## src/rtl/command_decoder.sv

```systemverilog
// rtl/command_decoder.sv - byte FIFO plus parser that frames SPI bytes into rasteriser commands
//
// Purpose:
//   Buffers the SPI receiver byte stream in a small FIFO and frames it into
//   commands of one opcode byte followed by 0..7 payload bytes. Each framed
//   command is presented to the executor on a valid/ready handshake.
//
// Ports:
//   clk             system clock
//   rst             asynchronous active-low reset, released synchronously to clk
//   command_wrdata  byte from the SPI receiver, qualified by command_push
//   command_push    single-cycle byte strobe
//   cmd_opcode      opcode of the presented command (opcode byte [7:3])
//   cmd_len         payload byte count of the presented command (opcode byte [2:0])
//   cmd_payload     payload, byte k at [8k+7:8k], unused bytes are zero
//   cmd_valid       a framed command is being presented
//   cmd_ready       executor accepts the presented command
//   fifo_level      FIFO occupancy, 0..FIFO_DEPTH
//   overflow        sticky: a byte was dropped because the FIFO was full

module command_decoder #(
  parameter int FIFO_DEPTH = 16,
  parameter int FIFO_AW    = 4
) (
  input  logic               clk,
  input  logic               rst,
  input  logic [7:0]         command_wrdata,
  input  logic               command_push,
  output logic [4:0]         cmd_opcode,
  output logic [2:0]         cmd_len,
  output logic [55:0]        cmd_payload,
  output logic               cmd_valid,
  input  logic               cmd_ready,
  output logic [FIFO_AW:0]   fifo_level,
  output logic               overflow
);

  typedef enum logic [1:0] {
    ST_IDLE    = 2'd0,
    ST_PAYLOAD = 2'd1,
    ST_OUTPUT  = 2'd2
  } state_e;

  localparam logic [FIFO_AW:0]   LEVEL_FULL = (FIFO_AW + 1)'(FIFO_DEPTH);
  localparam logic [FIFO_AW:0]   LEVEL_ONE  = {{FIFO_AW{1'b0}}, 1'b1};
  localparam logic [FIFO_AW-1:0] PTR_ONE    = {{(FIFO_AW - 1){1'b0}}, 1'b1};

  // ---------------------------------------------------------------------------
  // FIFO storage and bookkeeping
  // ---------------------------------------------------------------------------
  logic [7:0]         mem_q [FIFO_DEPTH];
  logic [FIFO_AW-1:0] wr_ptr_q, wr_ptr_d;
  logic [FIFO_AW-1:0] rd_ptr_q, rd_ptr_d;
  logic [FIFO_AW:0]   level_q, level_d;
  logic               overflow_q, overflow_d;

  logic               fifo_full;
  logic               fifo_pop;
  logic               fifo_wr;
  logic [7:0]         head_byte;

  // ---------------------------------------------------------------------------
  // Parser state
  // ---------------------------------------------------------------------------
  state_e      state_q, state_d;
  logic [4:0]  opcode_q, opcode_d;
  logic [2:0]  len_q, len_d;
  logic [55:0] payload_q, payload_d;
  logic [2:0]  index_q, index_d;

  assign head_byte = mem_q[rd_ptr_q];
  assign fifo_full = (level_q == LEVEL_FULL);

  // The parser only consumes bytes while it is collecting a command; in
  // OUTPUT the FIFO just fills up behind the pending command. Because the
  // level is registered, a byte written at this edge is never visible to
  // the pop decision of the same edge.
  assign fifo_pop = (level_q != '0) &&
                    ((state_q == ST_IDLE) || (state_q == ST_PAYLOAD));

  // A full FIFO still accepts a byte when the head leaves at the same edge;
  // the freed slot is the one the write pointer already points at.
  assign fifo_wr = command_push && (!fifo_full || fifo_pop);

  always_comb begin
    wr_ptr_d   = wr_ptr_q;
    rd_ptr_d   = rd_ptr_q;
    level_d    = level_q;
    overflow_d = overflow_q;

    if (fifo_wr) begin
      wr_ptr_d = wr_ptr_q + PTR_ONE;
    end
    if (fifo_pop) begin
      rd_ptr_d = rd_ptr_q + PTR_ONE;
    end

    case ({fifo_wr, fifo_pop})
      2'b10:   level_d = level_q + LEVEL_ONE;
      2'b01:   level_d = level_q - LEVEL_ONE;
      default: level_d = level_q;
    endcase

    if (command_push && !fifo_wr) begin
      overflow_d = 1'b1;
    end
  end

  // Storage needs no reset: the level decides which entries are meaningful.
  always_ff @(posedge clk) begin
    if (fifo_wr) begin
      mem_q[wr_ptr_q] <= command_wrdata;
    end
  end

  always_ff @(posedge clk or negedge rst) begin
    if (!rst) begin
      wr_ptr_q   <= '0;
      rd_ptr_q   <= '0;
      level_q    <= '0;
      overflow_q <= 1'b0;
    end else begin
      wr_ptr_q   <= wr_ptr_d;
      rd_ptr_q   <= rd_ptr_d;
      level_q    <= level_d;
      overflow_q <= overflow_d;
    end
  end

  // ---------------------------------------------------------------------------
  // Parser FSM: state register
  // ---------------------------------------------------------------------------
  always_ff @(posedge clk or negedge rst) begin
    if (!rst) begin
      state_q   <= ST_IDLE;
      opcode_q  <= '0;
      len_q     <= '0;
      payload_q <= '0;
      index_q   <= '0;
    end else begin
      state_q   <= state_d;
      opcode_q  <= opcode_d;
      len_q     <= len_d;
      payload_q <= payload_d;
      index_q   <= index_d;
    end
  end

  // ---------------------------------------------------------------------------
  // Parser FSM: next state and command registers
  // ---------------------------------------------------------------------------
  always_comb begin
    state_d   = state_q;
    opcode_d  = opcode_q;
    len_d     = len_q;
    payload_d = payload_q;
    index_d   = index_q;

    case (state_q)
      ST_IDLE: begin
        if (fifo_pop) begin
          opcode_d  = head_byte[7:3];
          len_d     = head_byte[2:0];
          payload_d = '0;
          index_d   = '0;
          if (head_byte == 8'h00) begin
            // NOP: consumed, nothing is framed
            state_d = ST_IDLE;
          end else if (head_byte[2:0] == 3'd0) begin
            state_d = ST_OUTPUT;
          end else begin
            state_d = ST_PAYLOAD;
          end
        end
      end

      ST_PAYLOAD: begin
        if (fifo_pop) begin
          payload_d[{index_q, 3'b000} +: 8] = head_byte;
          index_d = index_q + 3'd1;
          // len_q is at least 1 here, so len_q-1 does not underflow
          if (index_q == (len_q - 3'd1)) begin
            state_d = ST_OUTPUT;
          end
        end
      end

      ST_OUTPUT: begin
        if (cmd_ready) begin
          state_d = ST_IDLE;
        end
      end

      default: begin
        state_d = ST_IDLE;
      end
    endcase
  end

  // ---------------------------------------------------------------------------
  // Parser FSM: outputs, all taken straight from registers
  // ---------------------------------------------------------------------------
  always_comb begin
    cmd_valid   = (state_q == ST_OUTPUT);
    cmd_opcode  = opcode_q;
    cmd_len     = len_q;
    cmd_payload = payload_q;
    fifo_level  = level_q;
    overflow    = overflow_q;
  end

endmodule

```

## config.mk

```make
export PLATFORM = sky130hd
export DESIGN_NAME = command_decoder
export DESIGN_NICKNAME = d
export VERILOG_FILES = /design/src/rtl/command_decoder.sv
export SDC_FILE = /design/constraint.sdc
export NUM_CORES = 1
export LEC_CHECK = 0
export CAP_MARGIN = 10
export CORE_ASPECT_RATIO = 0.7
export CORE_MARGIN = 2
export CORE_UTILIZATION = 55
export CTS_CLUSTER_DIAMETER = 120
export CTS_CLUSTER_SIZE = 30
export DETAILED_ROUTE_END_ITERATION = 16
export MAX_ROUTING_LAYER = met4
export PLACE_DENSITY = 0.81
export SETUP_SLACK_MARGIN = 0.05
export SLEW_MARGIN = 20
export SYNTH_ARGS = -nofsm -noshare
export SYNTH_HDL_FRONTEND = slang
export SYNTH_SLANG_ARGS = --single-unit
```

## constraint.sdc

```tcl
create_clock -name clk -period 6.04 [get_ports clk]
set_input_delay 1.208 -clock clk [delete_from_list [all_inputs] [get_ports clk]]
set_output_delay 1.208 -clock clk [all_outputs]
set_load 0.05 [all_outputs]
```

==> flow_summary.yaml, run 1 <==
logic_synthesis:
  synth-seq-area-share_pct: 69.14
  synth_seq_cells: 211
  syn_avg_cell_area_um2: 16.73
  yosysUniqueCellTypes: 48
  postSynthCellCount: 512
  syn_area_um2: 8563
  ys.flop_type: "edfxtp_1"
  syn_nets: 540
  synth_warnings: 0
  synth_edf_count: 128
  ys_async_sr_fraction_pct: 39.34
setup_path:
  cp.required_ps: 4830
  cp_max_fo: 11
  critical_path_arrival_ps: 2110
  critical_path_class: "flop to primary output"
  critPathCaptureType: "primary output"
  setup.worst_path.start_class: "flop"
routing:
  vias_per_cell: 6.275
  drc: 0
  firstDrtPassIters: 7
  ant_nets: 0
  drt_iter0_markers: 536
  avgRoutedWirePerCell_um: 24.29
  vias: 4989
  wl_um: 19310
sta:
  fin_crit_ps: 3317
  finalSetupTns_ps: 0
  fin_skew_ps: 44.75
  slew_headroom_pct: 24.58
  rsz0062_at_grt: "no"
  max_freq_mhz: 301.5
  period_share_pct: 54.91
  setup_viol: 0
  slew_violations: 0
  final_hold_viol_count: 0
  layout_setup_ws_ps: 2723
  worst_slew_pin_slew_ps: 1127
clock_network:
  clk_latency_ps: 470
  htreeDepth: 1
  holdBufCountCts: 0
  cts_resized: 0
  clkSlewWorstSetupHoldPaths_ps: 110
  clock_sinks: 211
  numCtsBuffers: 11
  cts_setup_buffers: 0
  cts_root_buf: "clkbuf_16"
  cts_buffer_depth: 3
  tritoncts: "built"
die:
  die_area_um2: 16600
  initial_core_util_pct: 55.76
  die_x_um: 153.1
  die_h_um: 108.4
  core-area_um2: 15360
  rows: 38
  io_pins: 83
run:
  maxCapViolCount: 0
outcome:
  status: "finished clean"
placement:
  dpl_worst_slack_ps: 2477
  hpwlAfterDp_um: 12790
  numPortBuffers: 82
  routabilityCongestion: 0.8562
power:
  p_per_area_nw_per_um2: 484.1
  peakVddDrop_mv: 0.3563
  leakage_nw: 3.689
worst_hold_path:
  min_path_type: "flop to flop"
global_routing:
  grtUsageTotal_pct: 24.08
  grt_max_degree: 84
  grt_overflow_total: 0
  grt_pass1_vias: 4933
  grt_pass1_wl_um: 29380
  antenna_found_initial: 0
final_layout:
  area_growth_pct: 15.43
  fillerInstances: 1058
  drive_above_1_share_pct: 11.43
  antenna_cells: 0
  fin_nets: 619
## path summary, 6_finish.rpt
check                              start              end  slack (ps)  cells after the start
setup / recovery              state_q[1]        cmd_valid        2720                      2
hold / removal                  overflow         overflow         490                      1
setup reg to reg           fifo_level[1]    fifo_level[4]        2920                     11
hold reg to reg                 overflow         overflow         490                      1
max in group asynchronous            rst  cmd_payload[22]        4720                      1
min in group asynchronous            rst  cmd_payload[30]         740                      1
## cell usage after synthesis (5+ instances only)
cell type | number | share of area, %
dfrtp_1 | 83 | 24
xnor2_1 | 10 | 1.0
nand2_1 | 25 | 1.1
mux4_2 | 30 | 7.9
clkbuf_1 | 11 | 0.48
a22oi_1 | 10 | 0.88
buf_2 | 5 | 0.29
a21oi_1 | 6 | 0.35
nor4_1 | 6 | 0.44
inv_1 | 20 | 0.88
o21ai_0 | 8 | 0.47
edfxtp_1 | 128 | 45
nor2_1 | 19 | 0.83
nand4_1 | 5 | 0.37
and2_1 | 6 | 0.44
nor2b_1 | 5 | 0.37
a22o_1 | 56 | 5.7
nand3_1 | 7 | 0.41
ha_1 | 15 | 2.2
## critical path, stage by stage, from the launching register on
cell             delay, ps
dfrtp_1                590
nor2b_1                230
clkdlybuf4s50_1        830
## layout by cell type (no fill, tap or decap), types with 4 or more instances in the layout
cell type	n
clkbuf_1	4
mux2_1	4
nand4_1	5
nand3_1	7
nor2b_1	5
o21ai_0	8
buf_4	6
dfrtp_1	82
nor4_1	6
a22o_1	56
and2_1	6
edfxtp_1	128
nor2_1	19
mux4_2	30
xnor2_1	10
inv_1	20
ha_1	15
clkbuf_16	11
clkdlybuf4s50_1	81
a21oi_1	6
a22oi_2	4
a22oi_1	10
nand2_1	25
## logic make-up (layout without fill, tap and decap cells)
family                     Yosys count  count (layout)  share of synthesized area, %
adders and majority gates           16              16                         2.425
DFF                                211             211                         69.14
AOI/OAI and AO/OA                   98              98                         9.351
xor gates and xnor gates            13              13                         1.330
buffers and inverters               42             125                         2.367
and+or+nand+nor                     92              92                         5.655
muxes                               40              40                         9.731
## power breakdown
group / leakage (nW) / switching [mW] / internal [mW]
registers: 2.26 / 0.175 / 1.75
clock network: 0.156 / 0.438 / 0.354
logic: 1.27 / 1.37 / 0.700
## per-stage QoR
step	power [mW]	utilization [%]	instances	cell area, um^2	hold slack (ps)
detailed placement	3.992	62.19	778	9550	466.1
global placement	3.917	62.19	778	9550	451.1
finish	4.785	64.36	795	9884	489.0
CTS	4.784	64.31	795	9876	498.2
floorplan	3.349	-	512	8563	517.4
global route	4.996	64.36	795	9884	528.5
## area by class of cell
type | count | area (um^2) | area share, %
well taps | 200 | 250.2 | 2.532
flip-flops and latches | 211 | 5922 | 59.91
inverters | 20 | 75.07 | 0.7595
clock inverters | 1 | 30.03 | 0.3038
repair buffers | 88 | 867.1 | 8.772
multi-input cells | 259 | 2445 | 24.73
clock buffers | 16 | 295.3 | 2.987
## routing by layer
metal / up-vias / track usage [%] / routed length (um) / part of all wire (%)
li1: 2144 / - / - / -
met1: 2571 / 37.12 / 8589 / 44
met2: 245 / 34.34 / 8798 / 46
met3: 29 / 4.689 / 1638 / 8.5
met4: 0 / 3.902 / 285 / 1.5
met5: - / - / 0 / 0
## flip-flops by register name, indices dropped and copies added (netlist names)
signal	cells
rd_ptr_q	4
cmd_payload	56
cmd_opcode	5
overflow	1
wr_ptr_q	4
index_q	3
state_q	2
cmd_len	3
fifo_level	5
mem_q	128
Note: power is estimated with default switching activity, not from simulation.
==> run 2: changes to the inputs <==
--- a/config.mk
+++ b/config.mk
@@ -8,12 +8,12 @@
 export CAP_MARGIN = 10
 export CORE_ASPECT_RATIO = 0.7
 export CORE_MARGIN = 2
-export CORE_UTILIZATION = 55
+export CORE_UTILIZATION = 51
 export CTS_CLUSTER_DIAMETER = 120
 export CTS_CLUSTER_SIZE = 30
 export DETAILED_ROUTE_END_ITERATION = 16
 export MAX_ROUTING_LAYER = met4
-export PLACE_DENSITY = 0.81
+export PLACE_DENSITY = 0.79
 export SETUP_SLACK_MARGIN = 0.05
 export SLEW_MARGIN = 20
 export SYNTH_ARGS = -nofsm -noshare
==> constraint.sdc (replaced) <==
create_clock -name clk -period 2.99 [get_ports clk]
set_input_delay 0.598 -clock clk [delete_from_list [all_inputs] [get_ports clk]]
set_output_delay 0.598 -clock clk [all_outputs]
set_load 0.05 [all_outputs]
==> run 2 against run 1 <==
Compared with the run above:
- combinational power increased by 120%
- sequential power increased by 100%
- hold slack got worse by 390 ps
- largest cell class unchanged
==> flow_summary.yaml, run 2 (same netlist as run 1, synthesis figures left out) <==
setup_path:
  critPathCaptureType: "primary output"
  r2r_end: "state_q[1]"
  critical_path_class: "flop to primary output"
  startpoint: "state_q[1]"
  critPathTopFamily: "buffers and inverters"
  ff2ff_path_depth: 7
  endpoint: "cmd_valid"
  cp_max_fo: 11
  reg2reg_setup_slack_ps: 380
  slowest_stage: "clkdlybuf4s50_1"
  crit_buf_inv: 1
  cp.required_ps: 2390
  critical_path_arrival_ps: 2170
  worstSetupPathDepth: 2
  r2r_start: "rd_ptr_q[0]"
  setup.worst_path.start_class: "flop"
  worstPathCellList: "nor2b_1 > clkdlybuf4s50_1"
  slowest_delay_ps: 860
placement:
  numPortBuffers: 82
  routabilityCongestion: 0.9141
  dpl_worst_slack_ps: 233.7
  hpwlAfterDp_um: 13630
final_layout:
  final_common_cell: "edfxtp_1"
  largest_reg_flops: 128
  fin_nets: 651
  area_growth_pct: 18.92
  fin_util_pct: 62.11
  final_cell_mix: "128 x edfxtp_1, 82 x dfrtp_1, 81 x clkdlybuf4s50_1"
  fillerInstances: 1200
  regMostFlops: "mem_q"
  drive_above_1_share_pct: 15.63
  antenna_cells: 0
sta:
  period_share_pct: 92.72
  setup_viol: 0
  final_hold_viol_count: 0
  finalSetupTns_ps: 0
  slew_headroom_pct: 43.11
  slew_violations: 0
  rsz0062_at_grt: "no"
  fin_crit_ps: 2772
  layout_setup_ws_ps: 217.5
  worst_slew_pin_slew_ps: 851.6
  fin_skew_ps: 39.94
  max_freq_mhz: 360.7
clock_network:
  numCtsBuffers: 11
  holdBufCountCts: 0
  cts_buffer_depth: 3
  clock_sinks: 211
  cts_setup_buffers: 0
  tritoncts: "built"
  clk_latency_ps: 470
  cts_root_buf: "clkbuf_16"
  cts_resized: 0
  htreeDepth: 1
  clkSlewWorstSetupHoldPaths_ps: 110
run:
  maxCapViolCount: 0
die:
  initial_core_util_pct: 52.23
  io_pins: 83
  die_x_um: 158.9
  die_area_um2: 17860
  core-area_um2: 16400
  rows: 39
  die_h_um: 112.4
power:
  p_per_area_nw_per_um2: 975.0
  peakVddDrop_mv: 0.5562
  leakage_nw: 3.862
routing:
  firstDrtPassIters: 7
  vias: 5077
  avgRoutedWirePerCell_um: 23.07
  ant_nets: 0
  drc: 0
  drt_iter0_markers: 633
  wl_um: 19660
  vias_per_cell: 5.959
global_routing:
  grt_max_degree: 49
  antenna_found_initial: 0
  grt_pass1_vias: 5104
  grt_pass1_wl_um: 30920
  grtUsageTotal_pct: 23.50
  grt_overflow_total: 0
worst_hold_path:
  min_path_type: "input port to async pin"
outcome:
  status: "finished clean"
-- run 2: changes by cell type in the layout (fill, tap and decap cells not counted), sizes merged --
cell,delta
buf,+32
-- run 2: worst min path at each step --
stage,start,endpoint
finish,rst,cmd_payload[4]
global route,rst,cmd_payload[4]
CTS,rst,cmd_payload[4]
detailed placement,cmd_opcode[2],cmd_opcode[2]
global placement,cmd_opcode[2],cmd_opcode[2]
floorplan,rst,cmd_len[0]
-- run 2: layout make-up --
cell class	instances	area (um^2)	share of cell area, %
Timing Repair Buffer	120	1141	11.21
Clock buffer	16	294.0	2.887
Clock inverter	1	30.03	0.2949
Inverter	20	75.07	0.7372
Sequential cell	211	5922	58.15
Multi-Input combinational cell	259	2440	23.96
Tap cell	225	281.5	2.764
-- run 2: worst reg2reg max path, delay by kind of cell, from the launching register on --
kind | cells | cell delay, ps
mux | 2 | 1150
flops | 1 | 510
buf+inv | 2 | 440
simple gates | 2 | 320
compound gates | 1 | 120
-- run 2: stage by stage --
stage / cell area [um^2] / std cells / total power, mW / hold WS [ps]
2_1_floorplan: 8563 / 512 / 6.765 / 302.4
3_5_place_dp: 9859 / 835 / 8.353 / 473.7
5_1_grt: 10180 / 852 / 10.40 / 142.2
4_1_cts: 10180 / 852 / 9.928 / 125.9
3_3_place_gp: 9859 / 835 / 8.219 / 470.8
6_report: 10180 / 852 / 9.929 / 101.2
-- run 2: metal layers --
metal  global-route usage, %  part of all wire, %
met5                       -                    0
met4                   5.515                  1.5
met3                   3.843                  7.5
met2                   34.15                   46
met1                   35.43                   45
-- run 2: power breakdown --
part / switching [mW] / internal (mW)
Combinational: 2.81 / 1.66
Sequential: 0.340 / 3.53
Clock: 0.872 / 0.712
